**src/rtl/counter_mod_step_pkg.sv**
```systemverilog
// Shared types and default sizes for the modulo/step counter.
package counter_mod_step_pkg;

    typedef enum logic {
        MODE_WRAP = 1'b0,
        MODE_SAT  = 1'b1
    } mode_e;

    localparam int unsigned DEFAULT_WIDTH    = 8;
    localparam int unsigned DEFAULT_STEP_W   = 4;
    localparam int unsigned DEFAULT_PRESCALE = 4;

endpackage

```
**src/rtl/counter_prescaler.sv**
```systemverilog
// Divides count-enable pulses: ce_out fires on every PRESCALE-th ce_in-high cycle.
module counter_prescaler #(
    parameter int unsigned PRESCALE = 4
) (
    input  logic clk,
    input  logic rst,
    input  logic clr,
    input  logic ce_in,
    output logic ce_out
);

    localparam int unsigned PW = (PRESCALE < 2) ? 1 : $clog2(PRESCALE);
    localparam logic [PW-1:0] LAST = PW'(PRESCALE - 1);

    logic [PW-1:0] div_q, div_d;
    logic          at_last;

    assign at_last = (div_q == LAST);
    assign ce_out  = ce_in && at_last;

    always_comb begin
        div_d = div_q;
        if (clr) begin
            div_d = '0;
        end else if (ce_in) begin
            div_d = at_last ? '0 : div_q + 1'b1;
        end
    end

    always_ff @(posedge clk or posedge rst) begin
        if (rst) begin
            div_q <= '0;
        end else begin
            div_q <= div_d;
        end
    end

endmodule

```
**src/rtl/counter_mod_step.sv**
```systemverilog
// Up/down loadable counter with programmable modulus and step, wrap or saturate mode,
// event pulse and sticky overflow. Define COUNTER_PRESCALE_EN to divide ce by PRESCALE.
module counter_mod_step
    import counter_mod_step_pkg::*;
#(
    parameter int unsigned WIDTH    = DEFAULT_WIDTH,
    parameter int unsigned STEP_W   = DEFAULT_STEP_W,
    parameter int unsigned PRESCALE = DEFAULT_PRESCALE
) (
    input  logic             clk,
    input  logic             rst,
    input  logic             load_n,
    input  logic             up_down,
    input  logic             ce,
    input  logic [WIDTH-1:0] data_load,
    input  logic [WIDTH-1:0] max_val,
    input  logic [STEP_W-1:0] step,
    input  logic             mode,
    input  logic             clr_ovf,
    output logic [WIDTH-1:0] count_out,
    output logic             max_count,
    output logic             zero,
    output logic             wrap_evt,
    output logic             ovf_sticky
);

    localparam int unsigned XW = (STEP_W > WIDTH) ? STEP_W + 1 : WIDTH + 1;

    logic [WIDTH-1:0] cnt_q, cnt_d;
    logic             evt_q, evt_d;
    logic             ovf_q, ovf_d;
    logic             cnt_en;
    mode_e            mode_sel;

    logic [XW-1:0] cnt_x, max_x, step_x, data_x, s_x, sum_x;

    assign mode_sel = mode_e'(mode);

`ifdef COUNTER_PRESCALE_EN
    counter_prescaler #(
        .PRESCALE (PRESCALE)
    ) u_prescaler (
        .clk    (clk),
        .rst    (rst),
        .clr    (~load_n),
        .ce_in  (ce),
        .ce_out (cnt_en)
    );
`else
    assign cnt_en = ce;
`endif

    // Widened copies so comparisons and sums never truncate.
    assign cnt_x  = XW'(cnt_q);
    assign max_x  = XW'(max_val);
    assign step_x = XW'(step);
    assign data_x = XW'(data_load);
    assign s_x    = (step_x > max_x) ? max_x : step_x;
    assign sum_x  = cnt_x + s_x;

    always_comb begin
        cnt_d = cnt_q;
        evt_d = 1'b0;
        if (!load_n) begin
            cnt_d = (data_x > max_x) ? max_val : data_load;
        end else if (cnt_en) begin
            if (cnt_x > max_x) begin
                // max_val was lowered below the current count
                cnt_d = max_val;
                evt_d = 1'b1;
            end else if (up_down) begin
                if (sum_x <= max_x) begin
                    cnt_d = WIDTH'(sum_x);
                end else begin
                    evt_d = 1'b1;
                    cnt_d = (mode_sel == MODE_SAT) ? max_val : WIDTH'(sum_x - (max_x + 1'b1));
                end
            end else begin
                if (cnt_x >= s_x) begin
                    cnt_d = WIDTH'(cnt_x - s_x);
                end else begin
                    evt_d = 1'b1;
                    cnt_d = (mode_sel == MODE_SAT) ? '0 : WIDTH'(cnt_x + max_x + 1'b1 - s_x);
                end
            end
        end
    end

    always_comb begin
        ovf_d = ovf_q;
        if (evt_d) begin
            ovf_d = 1'b1;
        end else if (clr_ovf) begin
            ovf_d = 1'b0;
        end
    end

    always_ff @(posedge clk or posedge rst) begin
        if (rst) begin
            cnt_q <= '0;
            evt_q <= 1'b0;
            ovf_q <= 1'b0;
        end else begin
            cnt_q <= cnt_d;
            evt_q <= evt_d;
            ovf_q <= ovf_d;
        end
    end

    assign count_out  = cnt_q;
    assign max_count  = (cnt_q == max_val);
    assign zero       = (cnt_q == '0);
    assign wrap_evt   = evt_q;
    assign ovf_sticky = ovf_q;

endmodule

```
**config.mk**
```make
export PLATFORM = sky130hd
export DESIGN_NAME = counter_mod_step
export DESIGN_NICKNAME = d
export VERILOG_FILES = /design/src/rtl/counter_mod_step_pkg.sv /design/src/rtl/counter_prescaler.sv /design/src/rtl/counter_mod_step.sv
export SDC_FILE = /design/constraint.sdc
export NUM_CORES = 1
export LEC_CHECK = 0
export BUFFER_PORTS_ARGS = -buffer_cell sky130_fd_sc_hd__buf_2
export CORE_MARGIN = 1
export CORE_UTILIZATION = 60
export CTS_CLUSTER_SIZE = 28
export DETAILED_ROUTE_END_ITERATION = 8
export PLACE_DENSITY = 0.84
export SYNTH_ARGS = -nofsm -noshare
export SYNTH_HDL_FRONTEND = slang
export SYNTH_SLANG_ARGS = --single-unit
```
**constraint.sdc**
```tcl
create_clock -name clk -period 4.15 [get_ports clk]
set_clock_uncertainty 0.2 [all_clocks]
set_input_delay 0.83 -clock clk [delete_from_list [all_inputs] [get_ports clk]]
set_output_delay 0.83 -clock clk [all_outputs]
set_load 0.005 [all_outputs]
```
Yosys cells after proc, flatten, opt, wreduce, memory -nomap -nowiden. Index checks and enable logic that the tools add are counted. W data, S select, Z words.

Add/subtract/negate cells: 7. Multiplexer cells: 18. Eq/ne operators: 2. Reductions and logical operators: 2. $lt $le $gt $ge: 5.

Operators by type and width (count): $mux W8 (10); $sub A8 B8 Y8 (3); $add A8 B1 Y8 const B (2); $gt A8 B8 Y1 (2); $add A8 B8 Y9 (1); $le A9 B8 Y1 (1); $add A8 B8 Y8 (1); $eq A8 B8 Y1 (1); $ge A8 B8 Y1 (1); $gt A4 B8 Y1 (1); $logic_not A8 Y1 (1); $mux W1 (8); $ne A2 B1 Y1 const B (1); $reduce_bool A2 Y1 (1).

Bits of input ports: 27. Output and inout port bits: 12. Bits in registers: 10. Word-level logic and storage cells: 37.

Depth between registers and ports, before layout.
Word-level depth: 10. Depth in mapped cells: 25. Mapped depth without buffers: 24.

Worst setup path before layout. Ideal clock, no wire load.

Kind: input to register. Start: in max_val[1]. End: reg cnt_q[2] (netlist: count_out[2]). Setup slack: -1443 ps. Arrival time: 5255 ps. Required time: 3812 ps. Setup time: 138 ps. Stages on the path: 25. Cell sequence: inv_1 -> ha_1 -> nor2b_1 -> o21a_1 -> o21a_1 -> o211ai_1 -> nand2_1 -> o21ai_0 -> ha_1 -> inv_1 -> fa_1 -> and2b_1 -> nor3_2 -> o31ai_1 -> a21oi_1 -> xnor2_1 -> ha_1 -> or3_1 -> a21oi_1 -> a211oi_1 -> a211oi_2 -> buf_6 -> mux2_4 -> nor2_2 -> o31ai_2.

Cells in the longest elaborated chain, start to end: 10. Elaborated cells between the ends (all ways): 22. Classes of those cells: add/sub (7); order compare (5); mux (10).

RTL lines: start, declared (line counter_mod_step.sv:16) `input logic [WIDTH-1:0] max_val,`; $gt A4 B8 Y1 (line counter_mod_step.sv:58) `assign s_x = (step_x > max_x) ? max_x : step_x;`; $mux W8 (line counter_mod_step.sv:58); $add A8 B8 Y9 (line counter_mod_step.sv:59) `assign sum_x = cnt_x + s_x;`; $sub A8 B8 Y8 (line counter_mod_step.sv:76) `cnt_d = (mode_sel == MODE_SAT) ? max_val : WIDTH'(sum_x - (max_x + 1'b1));`; $mux W8 (line counter_mod_step.sv:76); $mux W8 (line counter_mod_step.sv:72) `if (sum_x <= max_x) begin`; $mux W8 (line counter_mod_step.sv:71) `end else if (up_down) begin`; $mux W8 (line counter_mod_step.sv:67) `if (cnt_x > max_x) begin`; $mux W8 (line counter_mod_step.sv:66) `end else if (cnt_en) begin`; $mux W8 (*) (line counter_mod_step.sv:64) `if (!load_n) begin`; end signal, assigned (line counter_mod_step.sv:104) `cnt_q <= cnt_d;`; end, declared (line counter_mod_step.sv:29) `logic [WIDTH-1:0] cnt_q, cnt_d;`.

Every way passes the cells marked *; elsewhere a longest branch is shown, timed or not. The select of a mux whose other input is x is not followed. A chain may end at the register's enable or synchronous reset.

Final worst setup path.
Start: in max_val[1]. End: reg cnt_q[3] (netlist: count_out[3]).

The elaborated chain is that of the path after synthesis.

==> impl_results.md <==
* Vias in the first global route at a little over 4000
* Routed len/inst at 26.15 um
* Worst-Skew Late Latency at 0.25 ns
* Synth Area in XOR/XNOR at 0.06949
* Final core utilization at 0.9128
* DR DRC count at 35
* Cell variety after synth at 61
* Final Slew Violations at 0
* Post-synthesis simple-gate area fraction at 0.1666
* Post-Syn Instances at between 300 and 400
* Arr. time, crit path at 5.61 ns
* Reg2Reg Setup Slack at -0.03 ns
* Placed inst area at 3809 um2
* Crit path largest cell delay at 0.38 ns
* Synthesized area per cell at 7.964 um2
* Worst path slowest cell: ha_2
* Setup TNS at -14.85 ns
* Total Routing Usage GR at 0.5512
* Vias at around 4200
* Most frequent cells in the layout: 99 x buf_4, 55 x ha_1, 37 x buf_2, 36 x inv_1, 21 x nand2_1
* Area leader, netlist: ha_1
* Die H at 71.51 um
* Met3 Use GR at 0.2771
* Drt initial violations at between 1000 and 1500
* Synth Area in Adders at 0.2987
* Largest net degree at the start of global routing at 18
* GR Layer Usage met2 at 0.8540
* Hold depth at 1
* Lkg Pwr at 2.126 nW
* Clock power share at 0.042
* Final setup fails at 10
* CTS max path bufs at 2
* Number of port buffers at 38
* R2r startpoint: count_out[1]
* Ys async rst share at 1.000
* TritonCTS clock tree: built
* Grt total ovfl at 0
* RSZ-0062 raised after global routing: yes
* Post-synthesis compound-gate area fraction at 0.2628
* CP Launch Type: input port
* ANT cells at 0
* Io pins at 39
* H-tree levels at 1
* Vias/cell at 7.519
* Core area at ~4500 um2
* Post-synthesis mux area share at 0.04359
* Pint at 1.544 mW
* Yosys top cell area share at 0.2503
* EDFF count, synth at 0
* Failing checks: DRC, setup timing
* Post-layout net count at approximately 600
* Initial DRT Pass Iterations at 9
* Crit-path leading delay family: compound AO/OA/AOI/OAI gates
* Setup crit end kind: register
* Status: finished with violations
* Share of power burned in combinational logic at 0.902
* Flops & latches, synth at 10
* Flop pwr share at 0.056
* Worst-path clk slew at 0.06 ns
* Mapped Area at 2899 um2
* Pre-CTS setup slack at -1.506 ns
* Core Rows at 24
* Cell area after layout at about 4100 um2
* Final worst slack at -1.556 ns
* Worst Path Required at 4.05 ns
* Global-route wire length before repair at about 21 mm
* Die width at 71.51 um
* Hpwl dp at 8.169 mm
* Main combinational cell family by area after synthesis: adder cells
* Min-delay src: ovf_sticky
* Fin crit share at 1.375
* # clock sinks at 10
* CTS Hold Buffers Added at 0
* Worst Max-Slew Pin Slew at 0.7810 ns
* Max capacitance violation total at 0
* Final min period at roughly 5.7 ns
* Hold Path End: ovf_sticky
* Hold/Removal Path Class: reg -> reg
* Met1 Use GR at 0.5593
* Hold Vio Cnt, Final at 0
* Register area share after synthesis at 0.08632
* Synth area leaders: ha_1 25%, dfrtp_1 8.6%, inv_1 4.9%
* Ys flop type: dfrtp_1
* PwrDens at 781.3 nW/um2
* Rel. slew slack at 0.4793
* Fmax at 175.3 MHz
* Psw at 1.668 mW
* Starting Density at 0.6436
* Reg-to-reg endpoint: count_out[3]
* ANT nets after route at 0
* Initial antenna violation count at 1
* Die footprint at 5114 um2
* Worst path bufs/invs at 5
* GR peak layer: met2
* Routed Wire Length at 14.57 mm
* Cells on worst reg2reg path at 16
* Synthesis warning total at 0
* Most common cell after layout, fill and taps aside: buf_4
* Net Sw Frac at 0.5193
* Syn-to-layout area delta at 41.82%
* Crit Path Class: in -> reg
* Maximum vdd drop at 461.4 uV
* Root buf cell: clkbuf_8
* Gp weighted congestion at about 0.93
* Critical path fanouts, max at 7
* Share of cells above drive strength 1 at 0.3564
* Num CTS Buffers at 3
worst max-delay path by stage:
stage	from	endpoint	slack [ns]	cells past startpoint
final	max_val[1]	count_out[3]	-1.56	27
after global routing	max_val[1]	count_out[3]	-1.83	27
after CTS	max_val[1]	count_out[2]	-1.11	27
after detailed placement	max_val[1]	count_out[2]	-1.51	26
after global placement	max_val[1]	count_out[2]	-1.30	27
after floorplan	max_val[1]	count_out[2]	-1.31	25
flip-flops by register name (all words and copies together), names as in the netlist:
| name | flops |
|---|---|
| ovf_sticky | 1 |
| count_out | 8 |
| wrap_evt | 1 |
what timing repair did:
item,4_1_cts,5_1_grt
pin swaps,5,6
gates cloned,0,0
resized for setup,15,13
buffers inserted,13,3
hold endpoints to repair,0,0
endpoints found under the setup margin,10,10
kinds of logic after synthesis:
kind of cell / count (synthesis)
AO/OA/AOI/OAI: 108
XOR/XNOR: 23
adder cells (fa/ha/maj): 65
buffers and inverters: 49
flip-flops: 10
multiplexers: 12
other: 2
AND/OR/NAND/NOR: 95
per-stage QoR:
step,power [mW],hold WS [ns],std cells
global route,3.347,0.3115,557
CTS,2.698,0.2876,554
floorplan,1.569,0.2738,370
finish,3.212,0.2857,557
global placement,2.302,0.2568,537
detailed placement,2.407,0.2766,537
synth_stat cells, drive strengths merged (9+ instances only):
library cell,count
a211oi,9
a21oi,22
dfrtp,10
ha,58
inv,38
mux2i,10
nand2,23
nor2,21
nor2b,9
o21ai,17
xnor2,14
xor2,9
area by class of cell:
| type | count | area (um2) |
|---|---|---|
| clock buffers | 4 | 55.05 |
| fillers | 185 | 392.9 |
| inverters | 39 | 150.1 |
| multi-input cells | 311 | 2603 |
| flip-flops and latches | 10 | 250.2 |
| well taps | 52 | 65.06 |
| repair buffers | 141 | 988.4 |
routing by layer:
layer  part of all wire  vias to the layer above  routed length, um
li1                   -                     1612                  -
met1               0.31                     1840               4507
met2               0.41                      506               5941
met3               0.15                      228               2257
met4               0.13                        2               1845
met5            0.00089                        -                 13
power by group through the flow:
stage / Combinational (mW) / Sequential [mW] / Clock, mW
after global placement: 2.13 / 0.173 / 0
after floorplan: 1.38 / 0.189 / 0
after CTS: 2.40 / 0.173 / 0.127
after global routing: 3.03 / 0.180 / 0.139
final: 2.90 / 0.180 / 0.135
after detailed placement: 2.23 / 0.174 / 0
(Power assumes the default switching activity.)
